--- src/rtl/exec_stage.sv ---
// Execute stage: single-cycle ALU plus a 32-step shift-add multiplier.
// Produces a registered write-back triple for the register bank and keeps
// Z/N/C/V condition flags for the branch logic.
module exec_stage #(
    parameter int DATA_W   = 32,
    parameter int ADDR_W   = 8,
    parameter int NUM_REGS = 16
) (
    input  logic              clk,
    input  logic              rst,
    input  logic              issue_valid,
    output logic              issue_ready,
    input  logic [3:0]        op,
    input  logic [ADDR_W-1:0] dest,
    input  logic              use_imm,
    input  logic [DATA_W-1:0] imm,
    input  logic [DATA_W-1:0] op_a,
    input  logic [DATA_W-1:0] op_b,
    output logic              wb_en,
    output logic [ADDR_W-1:0] wb_addr,
    output logic [DATA_W-1:0] wb_data,
    output logic              flag_z,
    output logic              flag_n,
    output logic              flag_c,
    output logic              flag_v,
    output logic              illegal
);

    localparam int SH_W  = $clog2(DATA_W);
    localparam int CNT_W = $clog2(DATA_W);

    typedef enum logic [3:0] {
        OP_ADD  = 4'd0,
        OP_SUB  = 4'd1,
        OP_AND  = 4'd2,
        OP_OR   = 4'd3,
        OP_XOR  = 4'd4,
        OP_SHL  = 4'd5,
        OP_SHR  = 4'd6,
        OP_SAR  = 4'd7,
        OP_SLT  = 4'd8,
        OP_SLTU = 4'd9,
        OP_MUL  = 4'd10,
        OP_MOV  = 4'd11
    } op_e;

    typedef enum logic {
        S_IDLE = 1'b0,
        S_MUL  = 1'b1
    } state_e;

    state_e              r_state;
    state_e              w_state_next;

    logic [DATA_W-1:0]   w_b;
    logic [SH_W-1:0]     w_shamt;
    logic [DATA_W:0]     w_sum;
    logic [DATA_W-1:0]   w_diff;
    logic [DATA_W-1:0]   w_result;
    logic                w_c;
    logic                w_v;
    logic                w_accept;
    logic                w_illegal;
    logic                w_is_mul;
    logic                w_mul_last;

    logic [2*DATA_W-1:0] r_acc;
    logic [2*DATA_W-1:0] r_mcand;
    logic [DATA_W-1:0]   r_mplier;
    logic [CNT_W-1:0]    r_cnt;
    logic [ADDR_W-1:0]   r_mul_dest;
    logic [2*DATA_W-1:0] w_acc_next;

    logic                r_wb_en;
    logic [ADDR_W-1:0]   r_wb_addr;
    logic [DATA_W-1:0]   r_wb_data;
    logic                r_z, r_n, r_c, r_v;
    logic                r_illegal;

    assign w_b        = use_imm ? imm : op_b;
    assign w_shamt    = w_b[SH_W-1:0];
    assign w_sum      = {1'b0, op_a} + {1'b0, w_b};
    assign w_diff     = op_a - w_b;
    assign issue_ready = (r_state == S_IDLE) && !rst;
    assign w_accept   = issue_valid && issue_ready;
    assign w_illegal  = (op >= 4'd12) || (32'(dest) >= 32'(NUM_REGS));
    assign w_is_mul   = (op == OP_MUL);
    assign w_mul_last = (r_cnt == CNT_W'(DATA_W - 1));
    assign w_acc_next = r_acc + (r_mplier[0] ? r_mcand : '0);

    // Single-cycle ALU result and the arithmetic carry/overflow terms.
    always_comb begin
        w_result = '0;
        w_c      = 1'b0;
        w_v      = 1'b0;
        case (op)
            OP_ADD: begin
                w_result = w_sum[DATA_W-1:0];
                w_c      = w_sum[DATA_W];
                w_v      = (op_a[DATA_W-1] == w_b[DATA_W-1]) &&
                           (w_sum[DATA_W-1] != op_a[DATA_W-1]);
            end
            OP_SUB: begin
                w_result = w_diff;
                w_c      = (op_a < w_b);
                w_v      = (op_a[DATA_W-1] != w_b[DATA_W-1]) &&
                           (w_diff[DATA_W-1] != op_a[DATA_W-1]);
            end
            OP_AND:  w_result = op_a & w_b;
            OP_OR:   w_result = op_a | w_b;
            OP_XOR:  w_result = op_a ^ w_b;
            OP_SHL:  w_result = op_a << w_shamt;
            OP_SHR:  w_result = op_a >> w_shamt;
            OP_SAR:  w_result = DATA_W'($signed(op_a) >>> w_shamt);
            OP_SLT:  w_result = DATA_W'($signed(op_a) < $signed(w_b));
            OP_SLTU: w_result = DATA_W'(op_a < w_b);
            OP_MOV:  w_result = w_b;
            default: w_result = '0;
        endcase
    end

    // Next-state: legal MUL enters the multiply loop, step 31 leaves it.
    always_comb begin
        w_state_next = r_state;
        case (r_state)
            S_IDLE: if (w_accept && w_is_mul && !w_illegal) w_state_next = S_MUL;
            S_MUL:  if (w_mul_last) w_state_next = S_IDLE;
            default: w_state_next = S_IDLE;
        endcase
    end

    // State register.
    always_ff @(posedge clk) begin
        if (rst) r_state <= S_IDLE;
        else     r_state <= w_state_next;
    end

    // Write-back, flags, illegal pulse and multiplier datapath.
    always_ff @(posedge clk) begin
        if (rst) begin
            r_wb_en    <= 1'b0;
            r_wb_addr  <= '0;
            r_wb_data  <= '0;
            r_z        <= 1'b0;
            r_n        <= 1'b0;
            r_c        <= 1'b0;
            r_v        <= 1'b0;
            r_illegal  <= 1'b0;
            r_cnt      <= '0;
            r_acc      <= '0;
            r_mcand    <= '0;
            r_mplier   <= '0;
            r_mul_dest <= '0;
        end else begin
            r_wb_en   <= 1'b0;
            r_illegal <= 1'b0;
            if (r_state == S_IDLE) begin
                if (w_accept) begin
                    if (w_illegal) begin
                        r_illegal <= 1'b1;
                    end else if (w_is_mul) begin
                        r_acc      <= '0;
                        r_mcand    <= {{DATA_W{1'b0}}, op_a};
                        r_mplier   <= w_b;
                        r_cnt      <= '0;
                        r_mul_dest <= dest;
                    end else begin
                        r_wb_en   <= 1'b1;
                        r_wb_addr <= dest;
                        r_wb_data <= w_result;
                        r_z       <= (w_result == '0);
                        r_n       <= w_result[DATA_W-1];
                        r_c       <= w_c;
                        r_v       <= w_v;
                    end
                end
            end else begin
                r_acc    <= w_acc_next;
                r_mcand  <= r_mcand << 1;
                r_mplier <= r_mplier >> 1;
                r_cnt    <= r_cnt + CNT_W'(1);
                // Final step writes back straight from the adder output.
                if (w_mul_last) begin
                    r_wb_en   <= 1'b1;
                    r_wb_addr <= r_mul_dest;
                    r_wb_data <= w_acc_next[DATA_W-1:0];
                    r_z       <= (w_acc_next[DATA_W-1:0] == '0);
                    r_n       <= w_acc_next[DATA_W-1];
                    r_c       <= |w_acc_next[2*DATA_W-1:DATA_W];
                    r_v       <= 1'b0;
                end
            end
        end
    end

    assign wb_en   = r_wb_en;
    assign wb_addr = r_wb_addr;
    assign wb_data = r_wb_data;
    assign flag_z  = r_z;
    assign flag_n  = r_n;
    assign flag_c  = r_c;
    assign flag_v  = r_v;
    assign illegal = r_illegal;

endmodule

--- config.mk ---
export PLATFORM = sky130hd
export DESIGN_NAME = exec_stage
export DESIGN_NICKNAME = d
export VERILOG_FILES = /design/src/rtl/exec_stage.sv
export SDC_FILE = /design/constraint.sdc
export NUM_CORES = 1
export LEC_CHECK = 0
export CELL_PAD_IN_SITES_DETAIL_PLACEMENT = 0
export CELL_PAD_IN_SITES_GLOBAL_PLACEMENT = 2
export CORE_MARGIN = 2
export CORE_UTILIZATION = 35
export CTS_CLUSTER_SIZE = 10
export DETAILED_ROUTE_END_ITERATION = 16
export DONT_BUFFER_PORTS = 1
export PLACE_DENSITY_LB_ADDON = 0.1
export SYNTH_ARGS = -nofsm -noshare
export SYNTH_HDL_FRONTEND = slang
export SYNTH_SLANG_ARGS = --single-unit
--- constraint.sdc ---
create_clock -name clk -period 6 [get_ports clk]
set_input_delay 1.2 -clock clk [delete_from_list [all_inputs] [get_ports clk]]
set_output_delay 1.2 -clock clk [all_outputs]
set_load 0.01 [all_outputs]
==> results of run 1 <==
## state kept, by name (all words and copies together) (netlist names)
signal / flops
r_state: 1
flag_v: 1
r_mul_dest: 8
r_mcand: 64
r_mplier: 32
illegal: 1
wb_en: 1
flag_z: 1
flag_c: 1
r_acc: 64
wb_data: 32
r_cnt: 5
wb_addr: 8
## layout by cell type, fill, tap and decap left out, types with 14 or more instances in the layout
| cell | n |
|---|---|
| ha_1 | 172 |
| o21bai_1 | 16 |
| nor4_1 | 28 |
| and2_1 | 81 |
| and3_1 | 73 |
| dfxtp_1 | 217 |
| mux2i_1 | 112 |
| o211ai_1 | 42 |
| nor2b_1 | 14 |
| o21a_1 | 20 |
| a21oi_1 | 348 |
| nor3_1 | 77 |
| mux4_2 | 46 |
| nand4_1 | 34 |
| clkbuf_16 | 30 |
| mux2_2 | 18 |
| xnor2_1 | 31 |
| a22oi_1 | 71 |
| nand2b_1 | 22 |
| a211oi_1 | 55 |
| buf_4 | 119 |
| o221ai_1 | 27 |
| a31oi_1 | 24 |
| inv_1 | 115 |
| nand2_1 | 342 |
| o31ai_1 | 19 |
| or3_1 | 22 |
| a311oi_1 | 15 |
| xor2_1 | 21 |
| nand3_1 | 60 |
| o21ai_0 | 151 |
| o22ai_1 | 34 |
| nor2_1 | 345 |
| a221oi_1 | 42 |
| a21o_1 | 48 |
## power by group
part | total (mW) | internal [mW] | switching, mW
clock network | 1.75 | 1.03 | 0.725
registers | 1.46 | 1.46 | 0.00418
logic | 1.53 | 0.520 | 1.01
total | 4.74 | 3.00 | 1.74
## logic make-up after synthesis
group | after synthesis | share of synthesized area, %
and+or+nand+nor | 1176 | 23.5
muxes | 185 | 10.6
xor gates and xnor gates | 52 | 1.91
buffers and inverters | 375 | 6.37
adders and majority gates | 175 | 9.28
DFF | 219 | 18.4
AOI/OAI and AO/OA | 1076 | 30.0
## path summary, 6_finish.rpt
check,endpoint,start,depth (start not counted)
worst min-delay path,r_mplier[23],r_mplier[23],2
worst max-delay path,flag_c,r_mplier[0],14
worst max register to register,flag_c,r_mplier[0],14
worst min register to register,r_mplier[23],r_mplier[23],2
## cells in the mapped netlist (all sizes together), types with 31 or more instances
cell type,count
a211oi,55
a21o,49
a21oi,349
a221oi,42
a22oi,71
and2,81
and3,73
buf,46
clkbuf,210
dfxtp,219
ha,172
inv,117
mux2i,118
mux4,49
nand2,342
nand3,60
nand4,34
nor2,348
nor3,77
o211ai,43
o21ai,155
o22ai,34
xnor2,31
## worst max-delay path: cells and delay by family (launching register included)
kind / cells / cell delay [ps]
simple gates: 5 / 1280
compound gates: 7 / 3060
flops: 1 / 410
fa+ha+maj: 1 / 350
buf+inv: 1 / 320
## per-stage QoR
stage                     hold slack (ps)  instances  setup WS [ps]  utilization [%]
after CTS                             454       4050            495             38.4
after global placement                440       3996            258             37.0
after detailed placement              446       3996            323             37.0
after global routing                  477       4050           87.8             38.4
final                                 458       4053            422             38.4
after floorplan                       430       3258           38.6                -
## area by class of cell
| class | count | area, µm² |
|---|---|---|
| fillers | 7215 | 41400 |
| multi-input cells | 2664 | 18000 |
| flip-flops and latches | 219 | 4390 |
| well taps | 873 | 1090 |
| repair buffers | 121 | 933 |
| clock buffers | 47 | 905 |
| inverters | 119 | 449 |
| clock inverters | 7 | 53.8 |
| diodes | 3 | 7.51 |
## metal layers
| layer | track usage, % | up-vias | wire, µm |
|---|---|---|---|
| li1 | - | 11900 | - |
| met1 | 44.7 | 13000 | 51800 |
| met2 | 54.7 | 1354 | 55800 |
| met3 | 7.10 | 330 | 11200 |
| met4 | 18.5 | 10 | 7750 |
| met5 | 0 | - | 49 |
==> out/results.ini, run 1 <==
[route]
via_per_inst = 6.57
drt_drc_violations_left = 0
vias = 26600
drt-total-wl_mm = 127
avgRoutedWirePerCell_um = 31.2
drtPass1Iterations = 6
drtIter0Drc = 2914
drtAntennaViolNets = 0

[logic_synthesis]
synth_top_cell_by_area = dfxtp_1
ys.flop_type = dfxtp_1
syn_nets = 3545
async_flop_share_pct = 0
synthTopCellsByArea = dfxtp_1 (18%), ha_1 (9.0%), a21oi_1 (7.3%)
synthDistinctLibCells = 92
synth_edf_count = 0
syn-cell-area_um2 = 23800
synth_area_per_cell_um2 = 7.32
synth.top_cell.area_share_pct = 18.4
seq_area_frac_synth_pct = 18.4
synth_warnings = 0
synth_cells = 3258
ys_seq_elements = 219

[critical_path]
r2r_slack_ps = 420
cpMaxStageDelayCell = a2111oi_0
critPathRequiredTime_ps = 6450
worst-path-max-fanout = 24
crit_path_cell_trace = and2_1 > ha_1 > and2_1 > nand3_1 > a2111oi_0 > o21ai_0 > buf_4 > a211oi_1 > o21ai_0 > a21oi_1 > o2111ai_1 > or4_1 > nor4_1 > o31ai_1
startpoint_type = register
end_kind = register
slowest_delay_ps = 1040
cp.arrival_ps = 6030
critical_path_class = reg -> reg

[grt]
antenna_found_initial = 7
grt_usage_pct = 34.8
grt_overflow = 0
grt_first_pass_wirelength_mm = 182
grt_pass1_vias = 25400
grt_max_degree = 216

[cts]
numCtsBuffers = 30
cts_hold_buf = 0
tritoncts = yes
clkTransAtPathRegs_ps = 60
htree_num_levels = 1
cts.path.max_buffers = 3
post_cts_buffers = 0
post_cts_resized = 0
numClockSinks = 219
clk_latency_ps = 600
cts_root_buf = clkbuf_16

[pwr]
p_leak_nw = 10.5
power.density_nw_per_um2 = 183
ir_worst_vdd_uv = 204
p_total_mw = 4.74

[die]
die_w_um = 265
die_height_um = 265
core_um2 = 67300
design.die.area_um2 = 70200
start_util_pct = 35.4
io_pins = 159
rows = 95

[sta]
setup_violations = 0
hold_violations = 0
fmax_mhz = 179
setup_tns_ps = 0
tightest_slew_ps = 1150
relSlewSlack_pct = 21.3
clock-skew-final_ps = 27.3
finalCritPeriodShare_pct = 93.0
rsz0062_at_grt = false
finalCriticalPeriod_ps = 5580
slew_viol_final = 0

[hold_path]
holdCritPathClass = reg -> reg

[cells_and_area]
layout-drive-gt1-share_pct = 9.10
stdcell_area_um2 = 25800
nets = 3442
areaGrowthSynthToFinish_pct = 8.38

[placed_design]
gp_congestion = 1.04
dp_hpwl_mm = 95.9
portBuffers = 0
place_area_um2 = 24900

[outcome]
outcome = finished clean

[flow_run]
drv_cap = 0

Power figures use the tool's default switching activity.
==> run 2, diff against run 1 <==
--- a/config.mk
+++ b/config.mk
@@ -7,7 +7,6 @@
 export LEC_CHECK = 0
 export CELL_PAD_IN_SITES_DETAIL_PLACEMENT = 0
 export CELL_PAD_IN_SITES_GLOBAL_PLACEMENT = 2
-export CORE_MARGIN = 2
 export CORE_UTILIZATION = 35
 export CTS_CLUSTER_SIZE = 10
 export DETAILED_ROUTE_END_ITERATION = 16
==> constraint.sdc (replaced) <==
create_clock -name clk -period 6 [get_ports clk]
set_input_delay 1.5 -clock clk [delete_from_list [all_inputs] [get_ports clk]]
set_output_delay 1.5 -clock clk [all_outputs]
set_load 0.01 [all_outputs]
==> run 2 against run 1 <==
  * Die area is 1.5% lower
  * Combinational power is 5% higher
  * Sequential power hardly changed
  * Critical path depth stayed put
  * Clock power hardly changed
  * Flip-flop and latch count stayed put
  * First-iteration DRC count is 10% lower
  * Clock skew is 6.0 ps higher
  * Highest routed layer unchanged
==> out/results.ini, run 2 (synthesized netlist as in run 1, its figures left out) <==
[cts]
post_cts_resized = 0
cts_root_buf = clkbuf_16
cts.path.max_buffers = 3
post_cts_buffers = 0
clkTransAtPathRegs_ps = 60
cts_hold_buf = 0
tritoncts = yes
clk_latency_ps = 590
htree_num_levels = 1
numCtsBuffers = 29
numClockSinks = 219

[grt]
grt_overflow = 0
globalRouteMet1Util_pct = 44.4
grt_first_pass_wirelength_mm = 184
antenna_found_initial = 3
grt_max_degree = 216
top_usage_layer = met2
gr-usage-met3_pct = 5.09
use_met2_pct = 57.7
grt_usage_pct = 35.6
grt_pass1_vias = 26200

[cells_and_area]
final_common_cell = a21oi_1
fill_cells = 7136
layout-drive-gt1-share_pct = 10.6
multi_input_area_um2 = 18000
areaGrowthSynthToFinish_pct = 10.1
largest_registers = r_acc: 64 flops, r_mcand: 64 flops
final_cells = 4099
seq_area_um2 = 4390
final_cell_mix = a21oi_1 (348), nor2_1 (345), nand2_1 (342)
nets = 3497
utilization_pct = 39.0
stdcell_area_um2 = 26300

[route]
drtIter0Drc = 2614
drt-total-wl_mm = 127
avgRoutedWirePerCell_um = 31.0
drtAntennaViolNets = 0
vias = 26900
via_per_inst = 6.55
drtPass1Iterations = 8
drt_drc_violations_left = 0

[critical_path]
worst-path-max-fanout = 32
cp.arrival_ps = 6130
critPathRequiredTime_ps = 6490
path_buf_inv = 2
crit_path_cell_trace = mux2_2 > inv_1 > ha_1 > inv_1 > nand2_1 > nor4_1 > a211oi_1 > and2_1 > o31a_1 > a221o_1 > a211oi_1 > and4b_1 > nand4_1 > o32ai_2
startpoint_type = input pin
crit_family = compound AO/OA/AOI/OAI gates
critical_path_class = in -> reg
cpMaxStageDelayCell = nor4_1
slowest_delay_ps = 660
end_kind = register

[flow_run]
drv_cap = 0

[sta]
fmax_mhz = 177
setup_violations = 0
finalCritPeriodShare_pct = 94.1
tightest_slew_ps = 1120
finalCriticalPeriod_ps = 5650
clock-skew-final_ps = 33.3
fin_ws_ps = 353
slew_viol_final = 0
hold_violations = 0
relSlewSlack_pct = 25.6
rsz0062_at_grt = false

[die]
start_util_pct = 35.4
die_height_um = 263
die_w_um = 263
io_pins = 159
rows = 95
core_um2 = 67300
design.die.area_um2 = 69200

[placed_design]
portBuffers = 0
dp_cells = 4052
gp_congestion = 1.01
place_area_um2 = 25300
dp_hpwl_mm = 97.8
pre_cts_ws_ps = -41.9

[pwr]
ir_worst_vdd_uv = 187
power.density_nw_per_um2 = 182
p_leak_nw = 10.7

[hold_path]
holdCritPathClass = reg -> reg

[outcome]
outcome = finished clean

run 2: changes by cell type in the layout (fill, tap and decap cells not counted), moves of 2 or more:
cell / before / now
bufinv_16: 0 / 3
diode_2: 3 / 1
clkbuf_8: 9 / 3
clkbuf_1: 8 / 6
buf_4: 119 / 173
buf_12: 2 / 4
run 2: layout make-up:
type | instances | area share (%)
Antenna cell | 1 | 0.00953
Clock buffer | 38 | 3.01
Clock inverter | 8 | 0.467
Inverter | 119 | 1.71
Multi-Input combinational cell | 2664 | 68.7
Sequential cell | 219 | 16.7
Tap cell | 873 | 4.16
Timing Repair Buffer | 177 | 5.25
run 2: worst paths after layout:
path	startpoint	endpoint	slack (ps)	depth (start not counted)
worst max-delay path	use_imm	flag_z	350	14
worst min-delay path	r_mplier[7]	r_mplier[7]	460	2
worst min register to register	r_mplier[7]	r_mplier[7]	460	2
worst max register to register	r_mplier[0]	flag_c	600	14
run 2: power by group:
group	leakage [nW]	internal [mW]	switching, mW
clock	0.449	1.04	0.692
combinational	8.52	0.567	1.03
sequential	1.76	1.46	0.00429
total	10.7	3.06	1.73
run 2: worst register-to-register path, stage by stage (launching register included):
cell      delay [ps]
dfxtp_2          660
buf_4            300
and2_1           170
ha_1             290
nand4_1          250
or3_1            420
or2_2            330
a211oi_1         810
nor4_1           260
nor3_1           380
o22ai_1          140
xnor2_1          190
or4b_2           700
nor4_1           260
o31ai_1          110
run 2: layer usage:
layer	up-vias	wire, µm	share of wire [%]
met5	-	7	0.0055
met4	2	9320	7.3
met3	364	8660	6.8
met2	1242	57500	45
met1	13200	51600	41
li1	12000	-	-
run 2: stage by stage:
stage                     hold WS (ps)  TNS [ps]  total power, mW
after floorplan                    430         0             2.42
after global placement             437     -60.8             3.05
after detailed placement           442     -41.9             3.04
after CTS                          450         0             4.78
after global routing               472         0             4.95
final                              456         0             4.79
